[config.mk]
export PLATFORM = sky130hd
export DESIGN_NAME = decode_unit
export DESIGN_NICKNAME = d
export VERILOG_FILES = /design/src/rtl/decode_unit.sv
export SDC_FILE = /design/constraint.sdc
export NUM_CORES = 1
export LEC_CHECK = 0
export CAP_MARGIN = 5
export CORE_UTILIZATION = 45
export CTS_BUF_LIST = sky130_fd_sc_hd__clkbuf_8
export DETAILED_ROUTE_END_ITERATION = 10
export GPL_TIMING_DRIVEN = 0
export PLACE_DENSITY = 0.69
export SYNTH_ARGS = -nofsm -noshare
export SYNTH_HDL_FRONTEND = slang
export SYNTH_SLANG_ARGS = --single-unit
[constraint.sdc]
create_clock -name clk -period 2.8 [get_ports clk]
set_clock_uncertainty 0.05 [all_clocks]
set_input_delay 0.56 -clock clk [delete_from_list [all_inputs] [get_ports clk]]
set_output_delay 0.56 -clock clk [all_outputs]
set_load 0.005 [all_outputs]
[src/rtl/decode_unit.sv]
// Instruction decode stage: registers register-file controls for one instruction per cycle
// and stalls fetch through a per-register scoreboard of pending writebacks.
module decode_unit #(
  parameter int WB_LAT = 3
) (
  input  logic        clk,
  input  logic        reset,
  input  logic        instr_valid,
  input  logic [15:0] instr,
  output logic        instr_ready,
  output logic [2:0]  read_addr1,
  output logic [2:0]  read_addr2,
  output logic [2:0]  write_addr,
  output logic        reg_write,
  output logic        mem_write,
  output logic        src_selection,
  output logic [1:0]  alu_op,
  output logic        valid_out,
  output logic        halted,
  output logic        illegal
);

  typedef enum logic {RUN, HALT} state_t;

  state_t     state_q, state_d;
  logic [2:0] cnt [8];

  logic [3:0] opcode_p0;
  logic [2:0] rd_p0, rs_p0, rt_p0;
  logic       use_rs_p0, use_rt_p0;
  logic       reg_write_p0, mem_write_p0, src_sel_p0;
  logic       halt_p0, illegal_p0;
  logic [1:0] alu_op_p0;
  logic       hazard_p0;
  logic       accept_p0;

  assign opcode_p0 = instr[15:12];
  assign rd_p0     = instr[11:9];
  assign rs_p0     = instr[8:6];
  assign rt_p0     = instr[5:3];

  // Stage p0: combinational decode of the presented word
  always_comb begin
    use_rs_p0    = 1'b0;
    use_rt_p0    = 1'b0;
    reg_write_p0 = 1'b0;
    mem_write_p0 = 1'b0;
    src_sel_p0   = 1'b0;
    halt_p0      = 1'b0;
    illegal_p0   = 1'b0;
    alu_op_p0    = 2'b00;
    case (opcode_p0)
      4'd0: ;
      4'd1, 4'd2, 4'd3, 4'd4: begin
        use_rs_p0    = 1'b1;
        use_rt_p0    = 1'b1;
        reg_write_p0 = 1'b1;
        alu_op_p0    = 2'(opcode_p0 - 4'd1);
      end
      4'd5: begin
        use_rs_p0    = 1'b1;
        reg_write_p0 = 1'b1;
        src_sel_p0   = 1'b1;
      end
      4'd6: begin
        use_rs_p0    = 1'b1;
        reg_write_p0 = 1'b1;
      end
      4'd7: begin
        use_rs_p0    = 1'b1;
        use_rt_p0    = 1'b1;
        mem_write_p0 = 1'b1;
      end
      4'd8:    halt_p0    = 1'b1;
      default: illegal_p0 = 1'b1;
    endcase
  end

  assign hazard_p0 = (use_rs_p0 && (cnt[rs_p0] != 3'd0)) ||
                     (use_rt_p0 && (cnt[rt_p0] != 3'd0));

  always_comb begin
    state_d     = state_q;
    instr_ready = (state_q == RUN) && !hazard_p0;
    accept_p0   = instr_valid && instr_ready;
    if (accept_p0 && halt_p0) state_d = HALT;
  end

  always_ff @(posedge clk) begin
    if (reset) state_q <= RUN;
    else       state_q <= state_d;
  end

  // Writeback countdown per register; a fresh load wins over the decrement
  always_ff @(posedge clk) begin
    for (int i = 0; i < 8; i++) begin
      if (reset)
        cnt[i] <= 3'd0;
      else if (accept_p0 && reg_write_p0 && (rd_p0 == 3'(i)))
        cnt[i] <= 3'(WB_LAT);
      else if (cnt[i] != 3'd0)
        cnt[i] <= cnt[i] - 3'd1;
    end
  end

  // Stage p1: registered controls; bubbles keep addresses and alu_op
  always_ff @(posedge clk) begin
    if (reset) begin
      read_addr1    <= 3'd0;
      read_addr2    <= 3'd0;
      write_addr    <= 3'd0;
      alu_op        <= 2'b00;
      reg_write     <= 1'b0;
      mem_write     <= 1'b0;
      src_selection <= 1'b0;
      valid_out     <= 1'b0;
      halted        <= 1'b0;
      illegal       <= 1'b0;
    end else begin
      valid_out     <= accept_p0;
      reg_write     <= accept_p0 && reg_write_p0;
      mem_write     <= accept_p0 && mem_write_p0;
      src_selection <= accept_p0 && src_sel_p0;
      halted        <= (state_d == HALT);
      if (accept_p0 && illegal_p0) illegal <= 1'b1;
      if (accept_p0) begin
        read_addr1 <= rs_p0;
        read_addr2 <= rt_p0;
        write_addr <= rd_p0;
        alu_op     <= alu_op_p0;
      end
    end
  end

endmodule

==> results of run 1 <==
Yosys cell counts, types with 2 or more instances:
cell and n:
mux2i_1 3, o31ai_1 8, nor2b_1 6, o211ai_1 5
nand3_1 3, nand4_1 4, ha_1 20, nand2_1 19
o311ai_0 2, mux2_1 2, a31o_1 4, o22ai_1 2
buf_2 3, nand2b_1 8, buf_6 3, o31a_1 2
dfxtp_1 17, o21a_1 5, nor2_1 13, nor4_1 6
or3_1 16, inv_1 27, and4_1 2, nor3_1 14
o21ai_0 10, edfxtp_1 24, clkbuf_1 8, a21oi_1 8
or2_2 2
cells by family (layout without fill, tap and decap cells):
| group | after synthesis | in the layout | synth area share [%] |
|---|---|---|---|
| muxes | 7 | 7 | 3.389 |
| adders and majority gates | 20 | 20 | 9.823 |
| buffers and inverters | 43 | 86 | 7.515 |
| and+or+nand+nor | 99 | 99 | 21.02 |
| AOI/OAI and AO/OA | 57 | 57 | 16.60 |
| DFF | 41 | 41 | 41.65 |
routing by layer:
layer / GRT usage [%] / up-vias / routed length (µm)
li1: - / 1060 / -
met1: 27.96 / 1041 / 2838
met2: 35.93 / 54 / 3055
met3: 3.452 / 6 / 264
met4: 5.283 / 0 / 42
met5: 0 / - / 0
what timing repair did:
| action | 4_1_cts | 5_1_grt |
|---|---|---|
| endpoints found under the hold margin | 0 | 0 |
| buffers inserted | 3 | 1 |
| resized for setup | 25 | 13 |
| endpoints found under the setup margin | 33 | 25 |
| pin swaps | 4 | 5 |
| hold buffers | 0 | 0 |
final cells by class:
type / count / area (µm²) / area share [%]
Multi-Input combinational cell: 183 / 1378 / 43.41
Tap cell: 72 / 90.09 / 2.839
Timing Repair Buffer: 35 / 331.6 / 10.45
Buffer: 16 / 98.84 / 3.115
Clock buffer: 5 / 68.82 / 2.169
Inverter: 27 / 101.3 / 3.194
Clock inverter: 3 / 43.79 / 1.380
Sequential cell: 41 / 1061 / 33.44
per-stage QoR:
step / power, µW / hold slack [ps]
2_1_floorplan: 1690 / 401.1
3_3_place_gp: 1955 / 394.4
3_5_place_dp: 1980 / 405.4
4_1_cts: 2502 / 416.4
5_1_grt: 2717 / 431.8
6_report: 2526 / 413.3
power breakdown:
part	switching, µW	internal (µW)
registers	117	887
logic	538	500
clock network	217	267
critical path: stages, from the launching register on:
cell             delay, ps
edfxtp_1               460
nor4_4                 290
a41oi_1                 80
or3_4                  360
a31oi_4                190
buf_6                  120
nor2b_1                110
clkdlybuf4s15_1        210
registers in the layout (all words and copies together), names as in the netlist:
register,flops
mem_write,1
valid_out,1
alu_op,2
read_addr2,3
write_addr,3
src_selection,1
reg_write,1
halted,1
illegal,1
cnt,24
read_addr1,3
layout by cell type, fill, tap and decap left out, types with 10 or more instances in the layout:
master,count
inv_1,25
edfxtp_1,24
clkdlybuf4s50_1,24
nand2_1,19
dfxtp_1,17
or3_1,16
ha_1,16
nor2_1,13
nor3_1,13
o21ai_0,10
final timing paths:
kind | slack [ps] | to | startpoint | cells after the start
worst max-delay path | 90 | instr_ready | cnt[0][2] | 7
worst min register to register | 410 | read_addr1[2] | read_addr1[2] | 2
worst min-delay path | 410 | read_addr1[2] | read_addr1[2] | 2
worst max register to register | 240 | cnt[7][0] | cnt[0][2] | 8
==> results.txt, run 1 <==
EDFF count, synth = 24
Synth area leaders = edfxtp_1 (28%), dfxtp_1 (13%), ha_1 (9.8%)
Residual DRC = 0
max-cap viol count = 0
total number of vias = 2161
vias per inst = 5.657
Tcrit/Tclk final = 96.87%
routed len/inst = 16.23 µm
Initial Util = 46.55%
antenna violations before repair = 0
fmax = 368.7 MHz
CTS Buf Count = 5
worst skew pair latency = 300 ps
htree depth = 2
# diodes = 0
async set-reset flop share out of synthesis = 0%
VDD IR max = 441.7 µV
Final HPWL DP = 4.373 mm
Post-Synthesis Net Count = 306
Post-Synthesis Cells = 267
First-pass DRT Iterations = 4
die height = 77.24 µm
Max Slew Vio Count = 0
placed cells = 370
GPL Wtd Cong = 0.8207
area of the mapped netlist = 2547 µm²
first-pass GRT wire length = 9.839 mm
setup ws final = 87.61 ps
overall routed net length = 6.201 mm
critical path arrival = 2100 ps
post-synthesis area per instance = 9.541 µm²
CTS tree = built
Critical Path Start Type = flop
Crit Path Max Fanout = 3
HP Class = reg -> reg
clk buf depth = 2
Syn. warnings = 0
fin area = 3173 µm²
Synth-to-Final Area Change = 24.56%
area post-placement = 2948 µm²
Yosys cell types = 50
pre-CTS worst setup slack = -951.8 ps
die area = 5966 µm²
worst-margin pin slew = 680.5 ps
status = finished, final reports clean
final setup violation count = 0
# clock sinks = 41
Placement Rows = 27
ys flop type = edfxtp_1
Layout fillers = 498
crit path capture type = output port
minimum clock period = 2712 ps
Reg clk slew, reported paths = 90 ps
gr usage total = 21.21%
slew margin rel. = 54.64%
vias in the first global route = 2036
final std cells w/o fill = 382
IO Count = 37
grt total ovfl = 0
unrepaired setup endpoints after global routing = no
LEAKAGE = 0.001203 µW
Synth area leader = edfxtp_1
fin nets = 348
sequential share of the synthesized area = 41.65%
final hold vios = 0
Post-DRT Antenna Nets = 0
Root Driver = clkbuf_8
top cell type's share of synthesized area = 28.29%
pin count of the biggest net entering global routing = 15
FF+latch count, synth = 41
Req. time, crit path = 2190 ps
Setup CP Type = reg -> out
share of layout cells above drive strength 1 = 13.23%
fin util = 57.98%
Starting DRT DRC Count = 151
I/O Buffers = 31
setup TNS = 0 ps
Power Dens Cells = 796.2 nW/µm²
die span in x = 77.24 µm
core area = 5473 µm²
Power figures use the tool's default switching activity.
==> run 2: changes to the inputs <==
--- a/config.mk
+++ b/config.mk
@@ -6,11 +6,12 @@
 export NUM_CORES = 1
 export LEC_CHECK = 0
 export CAP_MARGIN = 5
-export CORE_UTILIZATION = 45
+export CORE_UTILIZATION = 51
 export CTS_BUF_LIST = sky130_fd_sc_hd__clkbuf_8
 export DETAILED_ROUTE_END_ITERATION = 10
 export GPL_TIMING_DRIVEN = 0
-export PLACE_DENSITY = 0.69
+export PLACE_DENSITY = 0.77
+export SKIP_CTS_REPAIR_TIMING = 1
 export SYNTH_ARGS = -nofsm -noshare
 export SYNTH_HDL_FRONTEND = slang
 export SYNTH_SLANG_ARGS = --single-unit
==> results.txt, run 2 (synthesized netlist as in run 1, its figures left out) <==
I/O Buffers = 31
setup TNS = 0 ps
Final HPWL DP = 4.299 mm
HP Class = reg -> reg
final setup violation count = 0
final hold vios = 0
Layout fillers = 372
VDD IR max = 542.3 µV
vias per inst = 5.630
CTS tree = built
CTS Buf Count = 5
status = finished, final reports clean
GR Util met1 = 32.27%
Starting DRT DRC Count = 97
fin nets = 352
minimum clock period = 2733 ps
max-cap viol count = 0
# clock sinks = 41
most frequent cells in the layout = inv_1 (26), clkdlybuf4s50_1 (26), edfxtp_1 (24)
max reg flops = 24
overall routed net length = 5.988 mm
share of layout cells above drive strength 1 = 14.01%
Setup CP Type = in -> out
gr usage total = 24.41%
HP Start = read_addr2[2]
Residual DRC = 0
core area = 4755 µm²
Tcrit/Tclk final = 97.62%
Reg with most FFs = cnt
Max Slew Vio Count = 0
# diodes = 0
Power Dens Cells = 794.4 nW/µm²
grt met3 use = 4.696%
Crit Path Max Fanout = 8
Reg clk slew, reported paths = 80 ps
First-pass DRT Iterations = 4
vias in the first global route = 1998
Most Used Layer, Global Route = met2
worst-margin pin slew = 647.5 ps
pre-CTS worst setup slack = -813.9 ps
final std cells w/o fill = 381
Tot Pwr = 2552 µW
routed len/inst = 15.72 µm
slew margin rel. = 56.83%
pin count of the biggest net entering global routing = 15
crit path launch = instr[14]
Initial Util = 53.58%
placed cells = 365
critical path arrival = 2120 ps
LEAKAGE = 0.001245 µW
setup ws final = 66.54 ps
GPL Wtd Cong = 0.8265
worst skew pair latency = 300 ps
die area = 5282 µm²
met2 usage = 39.77%
grt total ovfl = 0
crit path capture type = output port
Critical Path Start Type = input port
Post-DRT Antenna Nets = 0
Placement Rows = 25
die span in x = 72.68 µm
total number of vias = 2145
Req. time, crit path = 2190 ps
htree depth = 2
Root Driver = clkbuf_8
fmax = 365.8 MHz
antenna violations before repair = 0
clk buf depth = 2
FF-to-FF Start = cnt[7][0]
IO Count = 37
Synth-to-Final Area Change = 26.08%
die height = 72.68 µm
first-pass GRT wire length = 9.577 mm
## run 2: worst paths after layout
kind                            slack, ps  depth (start not counted)            end
worst min register to register        410                          2  read_addr2[2]
worst max register to register        240                          8      cnt[0][0]
worst min-delay path                  410                          2  read_addr2[2]
worst max-delay path                   70                          7    instr_ready
## run 2: per-layer routing
metal  vias to the layer above  share of wire, %
met5                         -                 0
met4                         0               1.3
met3                         9               5.9
met2                        59                49
met1                      1013                44
li1                       1064                 -
## run 2: area by class of cell
class	instances	area, µm²	share of cell area [%]
Sequential cell	41	1061	33.03
Clock buffer	5	68.82	2.143
Multi-Input combinational cell	183	1371	42.70
Buffer	16	105.1	3.272
Clock inverter	3	45.04	1.402
Inverter	27	101.3	3.155
Timing Repair Buffer	39	375.4	11.69
Tap cell	67	83.83	2.610
## run 2: power by group
part	total (µW)	switching, µW	internal, µW
Sequential	994	108	887
Clock	488	220	267
Combinational	1070	550	519
## run 2: through the flow
step	hold slack, ps	util [%]	cell area, µm²
floorplan	401.1	-	2547
global placement	394.6	61.87	2942
detailed placement	404.4	61.87	2942
CTS	417.0	64.26	3055
global route	434.8	67.55	3212
finish	412.4	67.55	3212
## run 2: critical path, cell delays in order
cell and delay [ps]:
clkdlybuf4s50_1 610, nand2_1 120, a221oi_2 300, a31oi_4 150, buf_6 150, nor2b_1 120
clkbuf_2 110
